File: config.mk
export PLATFORM = sky130hd
export DESIGN_NAME = gpr_file_mp
export DESIGN_NICKNAME = d
export VERILOG_FILES = /design/src/rtl/gpr_pkg.sv /design/src/rtl/gpr_scoreboard.sv /design/src/rtl/gpr_file_mp.sv
export SDC_FILE = /design/constraint.sdc
export NUM_CORES = 2
export LEC_CHECK = 0
export CELL_PAD_IN_SITES_DETAIL_PLACEMENT = 1
export CELL_PAD_IN_SITES_GLOBAL_PLACEMENT = 1
export CORE_MARGIN = 1.5
export CORE_UTILIZATION = 50
export DETAILED_ROUTE_END_ITERATION = 6
export DONT_BUFFER_PORTS = 1
export PLACE_DENSITY_LB_ADDON = 0.2
export SLEW_MARGIN = 10
export SYNTH_ARGS = -nofsm -noshare
export SYNTH_HDL_FRONTEND = slang
export SYNTH_SLANG_ARGS = --single-unit
File: constraint.sdc
create_clock -name clk -period 52.5 [get_ports clk]
set_input_delay 13.125 -clock clk [delete_from_list [all_inputs] [get_ports clk]]
set_output_delay 13.125 -clock clk [all_outputs]
set_load 0.02 [all_outputs]
File: src/rtl/gpr_pkg.sv
// Shared constants, read-source encoding and bus-slicing helpers for the
// multi-port general-purpose register file.
package gpr_pkg;

    localparam int GPR_DATA_W  = 32;
    localparam int GPR_NREGS   = 32;
    localparam int GPR_ADDR_W  = 5;
    localparam int ZERO_REG    = 0;
    localparam int GPR_OVF_REG = 30;
    localparam int GPR_OVF_BIT = 0;

    // Where a read port takes its value from, highest priority first.
    typedef enum logic [1:0] {
        SRC_ZERO  = 2'd0,
        SRC_WR1   = 2'd1,
        SRC_WR0   = 2'd2,
        SRC_ARRAY = 2'd3
    } rd_src_e;

    // Low bit of port 'port' inside a flattened bus of 'width'-bit fields.
    function automatic int unsigned slice_lo(input int unsigned port,
                                             input int unsigned width);
        return port * width;
    endfunction

    // The younger write port (wr1) outranks wr0 when both match.
    function automatic rd_src_e pick_src(input logic is_zero,
                                         input logic hit1,
                                         input logic hit0);
        rd_src_e src;
        if (is_zero) begin
            src = SRC_ZERO;
        end else if (hit1) begin
            src = SRC_WR1;
        end else if (hit0) begin
            src = SRC_WR0;
        end else begin
            src = SRC_ARRAY;
        end
        return src;
    endfunction

endpackage

File: src/rtl/gpr_scoreboard.sv
// Pending-write scoreboard: one bit per register, cleared by writeback and
// set by issue, with NRD combinational lookup ports.
module gpr_scoreboard
    import gpr_pkg::*;
#(
    parameter int NREGS  = GPR_NREGS,
    parameter int ADDR_W = GPR_ADDR_W,
    parameter int NRD    = 2
) (
    input  logic                  clk,
    input  logic                  rst,
    input  logic                  en,
    input  logic                  clr0_en,
    input  logic [ADDR_W-1:0]     clr0_addr,
    input  logic                  clr1_en,
    input  logic [ADDR_W-1:0]     clr1_addr,
    input  logic                  set_en,
    input  logic [ADDR_W-1:0]     set_addr,
    input  logic [NRD*ADDR_W-1:0] look_addr,
    output logic [NRD-1:0]        look_busy
);

    localparam logic [ADDR_W-1:0] ZERO_ADDR = ADDR_W'(ZERO_REG);

    logic [NREGS-1:0] pend;
    logic [NREGS-1:0] pend_next;

    // Clears come first so a same-cycle issue to the same index keeps it
    // pending: the newly issued producer now owns that register.
    always_comb begin
        pend_next = pend;
        if (clr0_en && (clr0_addr != ZERO_ADDR)) begin
            pend_next[clr0_addr] = 1'b0;
        end
        if (clr1_en && (clr1_addr != ZERO_ADDR)) begin
            pend_next[clr1_addr] = 1'b0;
        end
        if (set_en && (set_addr != ZERO_ADDR)) begin
            pend_next[set_addr] = 1'b1;
        end
        pend_next[ZERO_REG] = 1'b0;
    end

    always_ff @(posedge clk or posedge rst) begin
        if (rst) begin
            pend <= '0;
        end else if (en) begin
            pend <= pend_next;
        end
    end

    for (genvar k = 0; k < NRD; k++) begin : g_look
        localparam int unsigned A_LO = slice_lo(k, ADDR_W);
        logic [ADDR_W-1:0] addr;

        assign addr         = look_addr[A_LO +: ADDR_W];
        assign look_busy[k] = pend[addr];
    end

endmodule

File: src/rtl/gpr_file_mp.sv
// Multi-port GPR file: NRD combinational read ports with optional write
// bypass, two prioritised write ports, sticky overflow flag and scoreboard.
module gpr_file_mp
    import gpr_pkg::*;
#(
    parameter int DATA_W  = GPR_DATA_W,
    parameter int NREGS   = GPR_NREGS,
    parameter int ADDR_W  = GPR_ADDR_W,
    parameter int NRD     = 2,
    parameter int BYPASS  = 1,
    parameter int OVF_REG = GPR_OVF_REG,
    parameter int OVF_BIT = GPR_OVF_BIT
) (
    input  logic                  clk,
    input  logic                  rst,
    input  logic                  en,
    input  logic [NRD*ADDR_W-1:0] rd_addr,
    output logic [NRD*DATA_W-1:0] rd_data,
    output logic [NRD-1:0]        rd_busy,
    input  logic                  wr0_en,
    input  logic [ADDR_W-1:0]     wr0_addr,
    input  logic [DATA_W-1:0]     wr0_data,
    input  logic                  wr1_en,
    input  logic [ADDR_W-1:0]     wr1_addr,
    input  logic [DATA_W-1:0]     wr1_data,
    input  logic                  set_overflow_bit,
    input  logic                  iss_en,
    input  logic [ADDR_W-1:0]     iss_addr
);

    localparam logic [ADDR_W-1:0] ZERO_ADDR = ADDR_W'(ZERO_REG);
    localparam logic [ADDR_W-1:0] OVF_ADDR  = ADDR_W'(OVF_REG);
    localparam logic              USE_BYP   = (BYPASS != 0);

    logic [NREGS-1:0][DATA_W-1:0] regs;
    logic [NREGS-1:0][DATA_W-1:0] next_regs;
    logic                         wr0_ok;
    logic                         wr1_ok;
    logic                         ovf_ok;
    logic [NRD-1:0]               busy_raw;

    // Qualified write/flag strobes; rst also masks them so that nothing
    // forwards or commits while the file is being cleared.
    assign wr0_ok = en && !rst && wr0_en && (wr0_addr != ZERO_ADDR);
    assign wr1_ok = en && !rst && wr1_en && (wr1_addr != ZERO_ADDR);
    assign ovf_ok = en && !rst && set_overflow_bit;

    // wr1 is applied after wr0 so it wins a collision, and the flag is
    // forced last so a same-cycle write to OVF_REG can never drop it.
    always_comb begin
        next_regs = regs;
        if (wr0_ok) begin
            next_regs[wr0_addr] = wr0_data;
        end
        if (wr1_ok) begin
            next_regs[wr1_addr] = wr1_data;
        end
        if (ovf_ok) begin
            next_regs[OVF_ADDR][OVF_BIT] = 1'b1;
        end
        next_regs[ZERO_REG] = '0;
    end

    always_ff @(posedge clk or posedge rst) begin
        if (rst) begin
            regs <= '0;
        end else if (en) begin
            regs <= next_regs;
        end
    end

    gpr_scoreboard #(
        .NREGS  (NREGS),
        .ADDR_W (ADDR_W),
        .NRD    (NRD)
    ) u_scoreboard (
        .clk       (clk),
        .rst       (rst),
        .en        (en),
        .clr0_en   (wr0_en),
        .clr0_addr (wr0_addr),
        .clr1_en   (wr1_en),
        .clr1_addr (wr1_addr),
        .set_en    (iss_en),
        .set_addr  (iss_addr),
        .look_addr (rd_addr),
        .look_busy (busy_raw)
    );

    for (genvar k = 0; k < NRD; k++) begin : g_rd
        localparam int unsigned A_LO = slice_lo(k, ADDR_W);
        localparam int unsigned D_LO = slice_lo(k, DATA_W);

        logic [ADDR_W-1:0] addr;
        logic              hit0;
        logic              hit1;
        rd_src_e           src;
        logic [DATA_W-1:0] data;

        assign addr = rd_addr[A_LO +: ADDR_W];
        assign hit0 = USE_BYP && wr0_ok && (wr0_addr == addr);
        assign hit1 = USE_BYP && wr1_ok && (wr1_addr == addr);
        assign src  = pick_src(addr == ZERO_ADDR, hit1, hit0);

        always_comb begin
            case (src)
                SRC_ZERO:  data = '0;
                SRC_WR1:   data = wr1_data;
                SRC_WR0:   data = wr0_data;
                default:   data = regs[addr];
            endcase
            if (USE_BYP && ovf_ok && (src != SRC_ZERO) && (addr == OVF_ADDR)) begin
                data[OVF_BIT] = 1'b1;
            end
        end

        assign rd_data[D_LO +: DATA_W] = data;
        // A write landing this cycle resolves the hazard for the bypassed reader.
        assign rd_busy[k] = busy_raw[k] && !(hit0 || hit1);
    end

endmodule

# Word-level counts from Yosys, hierarchy flattened
# Index checks and enable logic that the tools add are counted.
dict set report totals {
  reg_bits 1023
  in_bits 96
  output_inout_bits 66
  word_cells 127
}
dict set report op_classes {
  order_cmp 8
  n_eq_ne 10
  muxes 36
  bitwise_logic 5
  n_reduce_logical 36
}
# operator n
set ops {}
lappend ops {{$bwmux 1024} 2}
lappend ops {{$mux 1024} 2}
lappend ops {{$bmux 32 s5} 2}
lappend ops {{$demux 32 s5} 2}
lappend ops {{$mux 32} 7}
lappend ops {{$pmux 32 s3} 2}
lappend ops {{$and 32x32->32} 2}
lappend ops {{$not 32->32} 2}
lappend ops {{$or 32x32->32} 1}
lappend ops {{$lt 5x6->1 const B} 5}
lappend ops {{$logic_and 1x1->1} 22}
lappend ops {{$eq 5x5->1} 4}
lappend ops {{$demux 1 s5} 3}
lappend ops {{$ge 5x1->1 const B} 3}
lappend ops {{$reduce_bool 5->1} 3}
lappend ops {{$bmux 1 s5} 2}
lappend ops {{$eq 5x5->1 const B} 2}
lappend ops {{$logic_not 5->1} 2}
lappend ops {{$mux 1} 10}
lappend ops {{$mux 2} 4}
lappend ops {{$eq 2x1->1 const B} 2}
lappend ops {{$eq 2x2->1 const B} 2}
lappend ops {{$logic_not 2->1} 2}
lappend ops {{$reduce_bool 2->1} 2}
lappend ops {{2 further kinds} 5}

# Longest topological paths before layout
dict set report logic_depth {
  ltp_word 12
  mapped_depth 11
  mapped_depth_nobuf 6
}

# Cells and area by module
# Synthesis repeated with hierarchy kept, for this count alone.
dict set report unflattened {
  cells_unflattened 6470
  hier_area_um2 65690.5
}
# mod n_inst cells_per_inst area_per_inst_um2 seq_area_each_um2
set modules_own_cells {}
lappend modules_own_cells {gpr_file_mp 1 6217 63373.3 24823.8}
lappend modules_own_cells {gpr_scoreboard 1 253 2317.2 775.7}

# Least setup slack after synthesis
# Ideal clock, no wire load.
dict set report synth_path {
  path_type {input to register}
  startpoint {input port rst}
  endpoint {register regs[960] (netlist name)}
  setup_time_ns 0.147
  arrival_time_ns 36.882
  required_time_ns 52.353
  path_slack_ns 15.471
  cell_stages 4
  path_buffers 0
  cell_sequence {inv_1 a221o_1 a21oi_1 a31oi_1}
}
dict set report synth_via {
  elab_chain_len 8
  elab_cells_between_ends 11
  classes_between {mux: 4; reduce/logical: 7}
}
# item line
set synth_lines {}
lappend synth_lines {{start: declaration} gpr_file_mp.sv:15} ;# input logic rst,
lappend synth_lines {{$logic_not 1->1 (no source line) *} --}
lappend synth_lines {{$logic_and 1x1->1 *} {gpr_file_mp.sv:44, gpr_file_mp.sv:45, gpr_file_mp.sv:46}}
lappend synth_lines {{$logic_and 1x1->1 (2 in series)} gpr_file_mp.sv:44} ;# assign wr0_ok = en && !rst && wr0_en && (wr0_addr != ZERO_ADDR);
lappend synth_lines {{$mux 1024} gpr_file_mp.sv:52} ;# if (wr0_ok) begin
lappend synth_lines {{$bwmux 1024} gpr_file_mp.sv:56} ;# next_regs[wr1_addr] = wr1_data;
lappend synth_lines {{$mux 1024} gpr_file_mp.sv:55} ;# if (wr1_ok) begin
lappend synth_lines {{$mux 1 *} gpr_file_mp.sv:58} ;# if (ovf_ok) begin
lappend synth_lines {{end signal: assignment} gpr_file_mp.sv:68} ;# regs <= next_regs;
lappend synth_lines {{end: declaration} gpr_file_mp.sv:35} ;# logic [NREGS-1:0][DATA_W-1:0] regs;
# Every way passes the cells marked *; elsewhere a longest branch is shown, timed or not.
# A chain may end at the register's enable or synchronous reset.

# Final worst setup path
dict set report layout_path {
  startpoint {input port wr1_addr[2]}
  endpoint {output port rd_data[36]}
}
dict set report layout_via {
  elab_chain_len 7
  elab_cells_between_ends 10
  classes_between {eq/ne: 3; mux: 3; reduce/logical: 4}
}
# item line
set layout_lines {}
lappend layout_lines {{start: declaration} gpr_file_mp.sv:24} ;# input logic [ADDR_W-1:0] wr1_addr,
lappend layout_lines {{$reduce_bool 5->1} gpr_file_mp.sv:45} ;# assign wr1_ok = en && !rst && wr1_en && (wr1_addr != ZERO_ADDR);
lappend layout_lines {{$logic_and 1x1->1} gpr_file_mp.sv:45}
lappend layout_lines {{$logic_and 1x1->1 *} gpr_file_mp.sv:102} ;# assign hit1 = USE_BYP && wr1_ok && (wr1_addr == addr);
lappend layout_lines {{$mux 2 *} gpr_pkg.sv:33} ;# end else if (hit1) begin
lappend layout_lines {{$mux 2 *} gpr_pkg.sv:31} ;# if (is_zero) begin
lappend layout_lines {{$eq 2x2->1 (tied with other cells)} gpr_file_mp.sv:106} ;# case (src)
lappend layout_lines {{$pmux 32 s3 *} gpr_file_mp.sv:106}
lappend layout_lines {{end: declaration} gpr_file_mp.sv:18} ;# output logic [NRD*DATA_W-1:0] rd_data,
# Marks and branches as above.

==> summary.md <==
| Metric | Value |
|---|---|
| Run status | `complete, but fails checks` |
| Violated checks | `DRC, slew limit` |
| Global-route usage over all layers | `42.7%` |
| Worst hold path type | `reg -> reg` |
| CP Launch Point | `wr1_addr[2]` |
| Standard-cell rows | `132` |
| Total Wirelength | `287 mm` |
| Ratio of routed vias to standard cells | `7.24` |
| Wirelength per Cell | `35.6 µm` |
| Worst hold path cell count | `2` |
| Placed wire-length estimate after detailed placement | `151 mm` |
| Width of the chip | `365 µm` |
| Clock transition at path regs | `0.05 ns` |
| Count of instances resized after the clock tree is built | `0` |
| Final setup TNS | `0 ns` |
| Vias in the first global route | `59,700` |
| Master cell of the clock root buffer | `sky130_fd_sc_hd__clkbuf_16` |
| Number of violations of the max-capacitance limit | `0` |
| Crit-path slowest cell | `sky130_fd_sc_hd__o21ai_0` |
| Ports placed on the boundary | `162` |
| Critical path data arrival time | `16.89 ns` |
| Most area-hungry cell type in the Yosys netlist | `sky130_fd_sc_hd__dfrtp_1` |
| Finish-stage setup viols | `0` |
| Worst reg-to-reg path cell count | `2` |
| Flop and latch count out of synthesis | `1,023` |
| Req. time, crit path | `39.38 ns` |
| Vias | `58,300` |
| Crit path cell chain | `or3_1 -> o31ai_4 -> nor3_4 -> buf_4 -> nand3b_2 -> buf_4 -> o21ai_0` |
| Core area | `130,000 µm²` |
| Dominant delay contributor by cell family on the critical path | `simple AND/OR/NAND/NOR gates` |
| Count of routing violations after the opening detailed-route iteration | `7,599` |
| Final Hold Violating Endpoints | `0` |
| Worst-Skew Late Latency | `0.76 ns` |
| Proportion of netlist area held by the largest area contributor | `39.1%` |
| CTS sink cnt | `1,023` |
| Share of the core filled with cells in the final layout | `53.5%` |
| Filler cell count | `14,300` |
| Minimum period implied by the final worst setup slack | `30.01 ns` |
| Critical path endpoint category | `primary output` |
| Crit-path max cell delay | `0.99 ns` |
| Number of standard cells after synthesis | `6,816` |
| Crit Path Category | `in -> out` |
| Critical Path Source Type | `primary input` |
| Cts bufs inserted | `120` |
| Min-Delay Startpoint | `u_scoreboard.pend[15]` |
| Antenna violations before repair | `10` |
| Area of the multi-input gates | `36,900 µm²` |
| Relative max-transition margin | `-7.64%` |
| Vert. Die Dim | `365 µm` |
| Predominant post-synthesis flop cell | `sky130_fd_sc_hd__dfrtp_1` |
| Leakage dissipation | `31.0 nW` |
| Power density normalized to cell area | `32.9 nW/µm²` |
| Number of nets in the synthesized netlist | `6,912` |
| Cell area after synthesis | `65,500 µm²` |
| Global placer's final weighted congestion | `0.865` |
| Sequential share of the synthesized area | `39.1%` |
| TritonCTS clock tree | `built` |
| Synth cell types | `69` |
| Post-CTS Setup Bufs | `0` |
| Ratio of final minimum period to clock period | `57.2%` |
| Setup repair after global routing missed its margin | `false` |
| Async set-or-reset flop fraction in the synthesized netlist | `100%` |
| Register area | `25,600 µm²` |
| Port Buf Inserts | `0` |
| Net total in the final layout | `6,316` |
| DRC violations left | `1` |
| Final Skew | `0 ns` |
| Cts-stage hold buffer count | `0` |
| Initial core utilization | `50.5%` |
| Yosys warnings | `0` |
| Most frequent standard cell in the layout excluding fill and tap cells | `sky130_fd_sc_hd__mux2i_1` |
| Top library cells by usage in the layout, fill and taps aside | `sky130_fd_sc_hd__mux2i_1 (1,528), sky130_fd_sc_hd__dfrtp_1 (1,023), sky130_fd_sc_hd__nand2_1 (898), sky130_fd_sc_hd__o21ai_0 (841), sky130_fd_sc_hd__nor2_1 (289)` |
| Level count of the clock H-tree | `3` |
| Mean Syn Cell Area | `9.61 µm²` |
| Ranking of synthesized cells by area | `sky130_fd_sc_hd__dfrtp_1 (39%), sky130_fd_sc_hd__mux2i_1 (23%), sky130_fd_sc_hd__mux4_2 (6.9%)` |
| Reg2reg start | `regs[47]` |
| Pin count of the biggest net entering global routing | `417` |
| Power after layout | `2.29 mW` |
| Slack of the worst reg-to-reg path | `51.58 ns` |
| Worst Path Max Fanout | `25` |
| Count of flip-flops with a built-in enable after synthesis | `0` |
| Hold worst-path end | `u_scoreboard.pend[15]` |
| TritonRoute pass-1 iters | `7` |
| Layout overhead on the synthesized area | `6.02%` |
| Buffers and inverters on the worst path | `2` |
| Most numerous cell on the critical path | `sky130_fd_sc_hd__buf_4` |
| Die ar. | `133,000 µm²` |
| Highest ir drop seen on vdd | `30.2 µV` |
| Transition at the pin with the smallest max-transition slack | `1.61 ns` |
| Largest buffer count on any clock path | `3` |
| Layout cell share with drive strength beyond 1 | `10.1%` |
| Total count of max-transition violations in the final report | `61` |
| Wire length of the first global-routing pass | `415 mm` |
| Total congestion overflow | `0` |
| Number of nets still failing antenna checks after routing | `0` |
| Worst reg2reg path endpoint | `regs[47]` |
| Max Freq | `33.3 MHz` |
==> worst max-delay path by stage <==
stage                       end  slack [ns]  cells after the start
finish              rd_data[36]       22.49                      7
global route        rd_data[36]       22.51                      7
CTS                 rd_data[36]       22.67                      7
detailed placement  rd_data[36]       22.67                      7
global placement    rd_data[36]       22.78                      7
floorplan            regs[1000]       10.55                      1
==> synthesized netlist by cell type, types with 3 or more instances <==
master                         n
sky130_fd_sc_hd__xnor2_1      14
sky130_fd_sc_hd__a22oi_1      78
sky130_fd_sc_hd__or4_1         7
sky130_fd_sc_hd__nor3_1      106
sky130_fd_sc_hd__xor2_1        6
sky130_fd_sc_hd__dfrtp_1    1023
sky130_fd_sc_hd__nor3b_1       5
sky130_fd_sc_hd__buf_6         8
sky130_fd_sc_hd__mux2i_1    1528
sky130_fd_sc_hd__or2_2        10
sky130_fd_sc_hd__buf_2       107
sky130_fd_sc_hd__buf_1        68
sky130_fd_sc_hd__clkbuf_1    547
sky130_fd_sc_hd__a221o_1      36
sky130_fd_sc_hd__o31ai_1       5
sky130_fd_sc_hd__o211ai_1      5
sky130_fd_sc_hd__inv_1         5
sky130_fd_sc_hd__nor4_1       39
sky130_fd_sc_hd__clkbuf_2     10
sky130_fd_sc_hd__o22ai_1     288
sky130_fd_sc_hd__nand2_1     917
sky130_fd_sc_hd__nand4b_1      4
sky130_fd_sc_hd__mux4_2      201
sky130_fd_sc_hd__nand2b_1      6
sky130_fd_sc_hd__o21ai_0     841
sky130_fd_sc_hd__o21a_1       30
sky130_fd_sc_hd__nor2_1      326
sky130_fd_sc_hd__mux2_2       43
sky130_fd_sc_hd__a32o_1        3
sky130_fd_sc_hd__o21ai_1      19
sky130_fd_sc_hd__nand3b_1      9
sky130_fd_sc_hd__a21oi_1     267
sky130_fd_sc_hd__nand4_1       4
sky130_fd_sc_hd__nor2b_1      24
sky130_fd_sc_hd__a2111oi_0     6
sky130_fd_sc_hd__buf_4        82
sky130_fd_sc_hd__or3_1         6
sky130_fd_sc_hd__nand3_1      20
sky130_fd_sc_hd__o221ai_1      6
sky130_fd_sc_hd__a221oi_1     50
sky130_fd_sc_hd__or3b_2        6
sky130_fd_sc_hd__a211oi_1     15
==> metrics by stage <==
stage	instances	hold slack (ns)	setup slack, ns	cell area, µm²
4_1_cts	8054	0.508	22.67	69400
3_5_place_dp	7839	0.493	22.67	65500
6_report	8059	0.501	22.49	69500
3_3_place_gp	7839	0.477	22.78	65500
5_1_grt	8056	0.531	22.51	69500
2_1_floorplan	6816	0.453	10.55	65500
==> logic make-up after synthesis <==
logic type | count (synthesis) | synth area share [%]
XOR/XNOR | 20 | 0.267
flip-flops | 1023 | 39.1
AO/OA/AOI/OAI | 1658 | 14.4
buffers and inverters | 828 | 5.53
multiplexers | 1772 | 31.0
AND/OR/NAND/NOR | 1515 | 9.71
==> power by group <==
group / internal [mW] / leakage [nW] / switching (mW)
combinational: 0.192 / 15.5 / 0.197
clock: 0.505 / 1.95 / 0.368
sequential: 0.914 / 13.5 / 0.111
total: 1.61 / 31.0 / 0.676
==> flip-flops by register name, summed over array words and instances (netlist names) <==
register,flops
regs,992
u_scoreboard.pend,31
==> per-layer routing <==
metal	vias up	GRT usage (%)	part of all wire, %
met2	3766	62.3	42
li1	23500	-	-
met1	30000	56.5	39
met4	12	24.6	6.7
met5	-	0.690	0.094
met3	1050	12.6	12
==> worst reg2reg max path: stages (launching register included) <==
cell and delay (ns):
sky130_fd_sc_hd__dfrtp_1 0.41, sky130_fd_sc_hd__mux2i_1 0.22, sky130_fd_sc_hd__a21oi_1 0.12
==> final cells by class <==
cell class / instances / area share (%)
diodes: 4 / 0.0144
repair buffers: 104 / 1.16
clock buffers: 176 / 5.03
well taps: 1742 / 3.14
multi-input cells: 4965 / 53.1
inverters: 6 / 0.0432
flip-flops and latches: 1023 / 36.8
clock inverters: 39 / 0.672
Note: power is estimated with default switching activity, not from simulation.
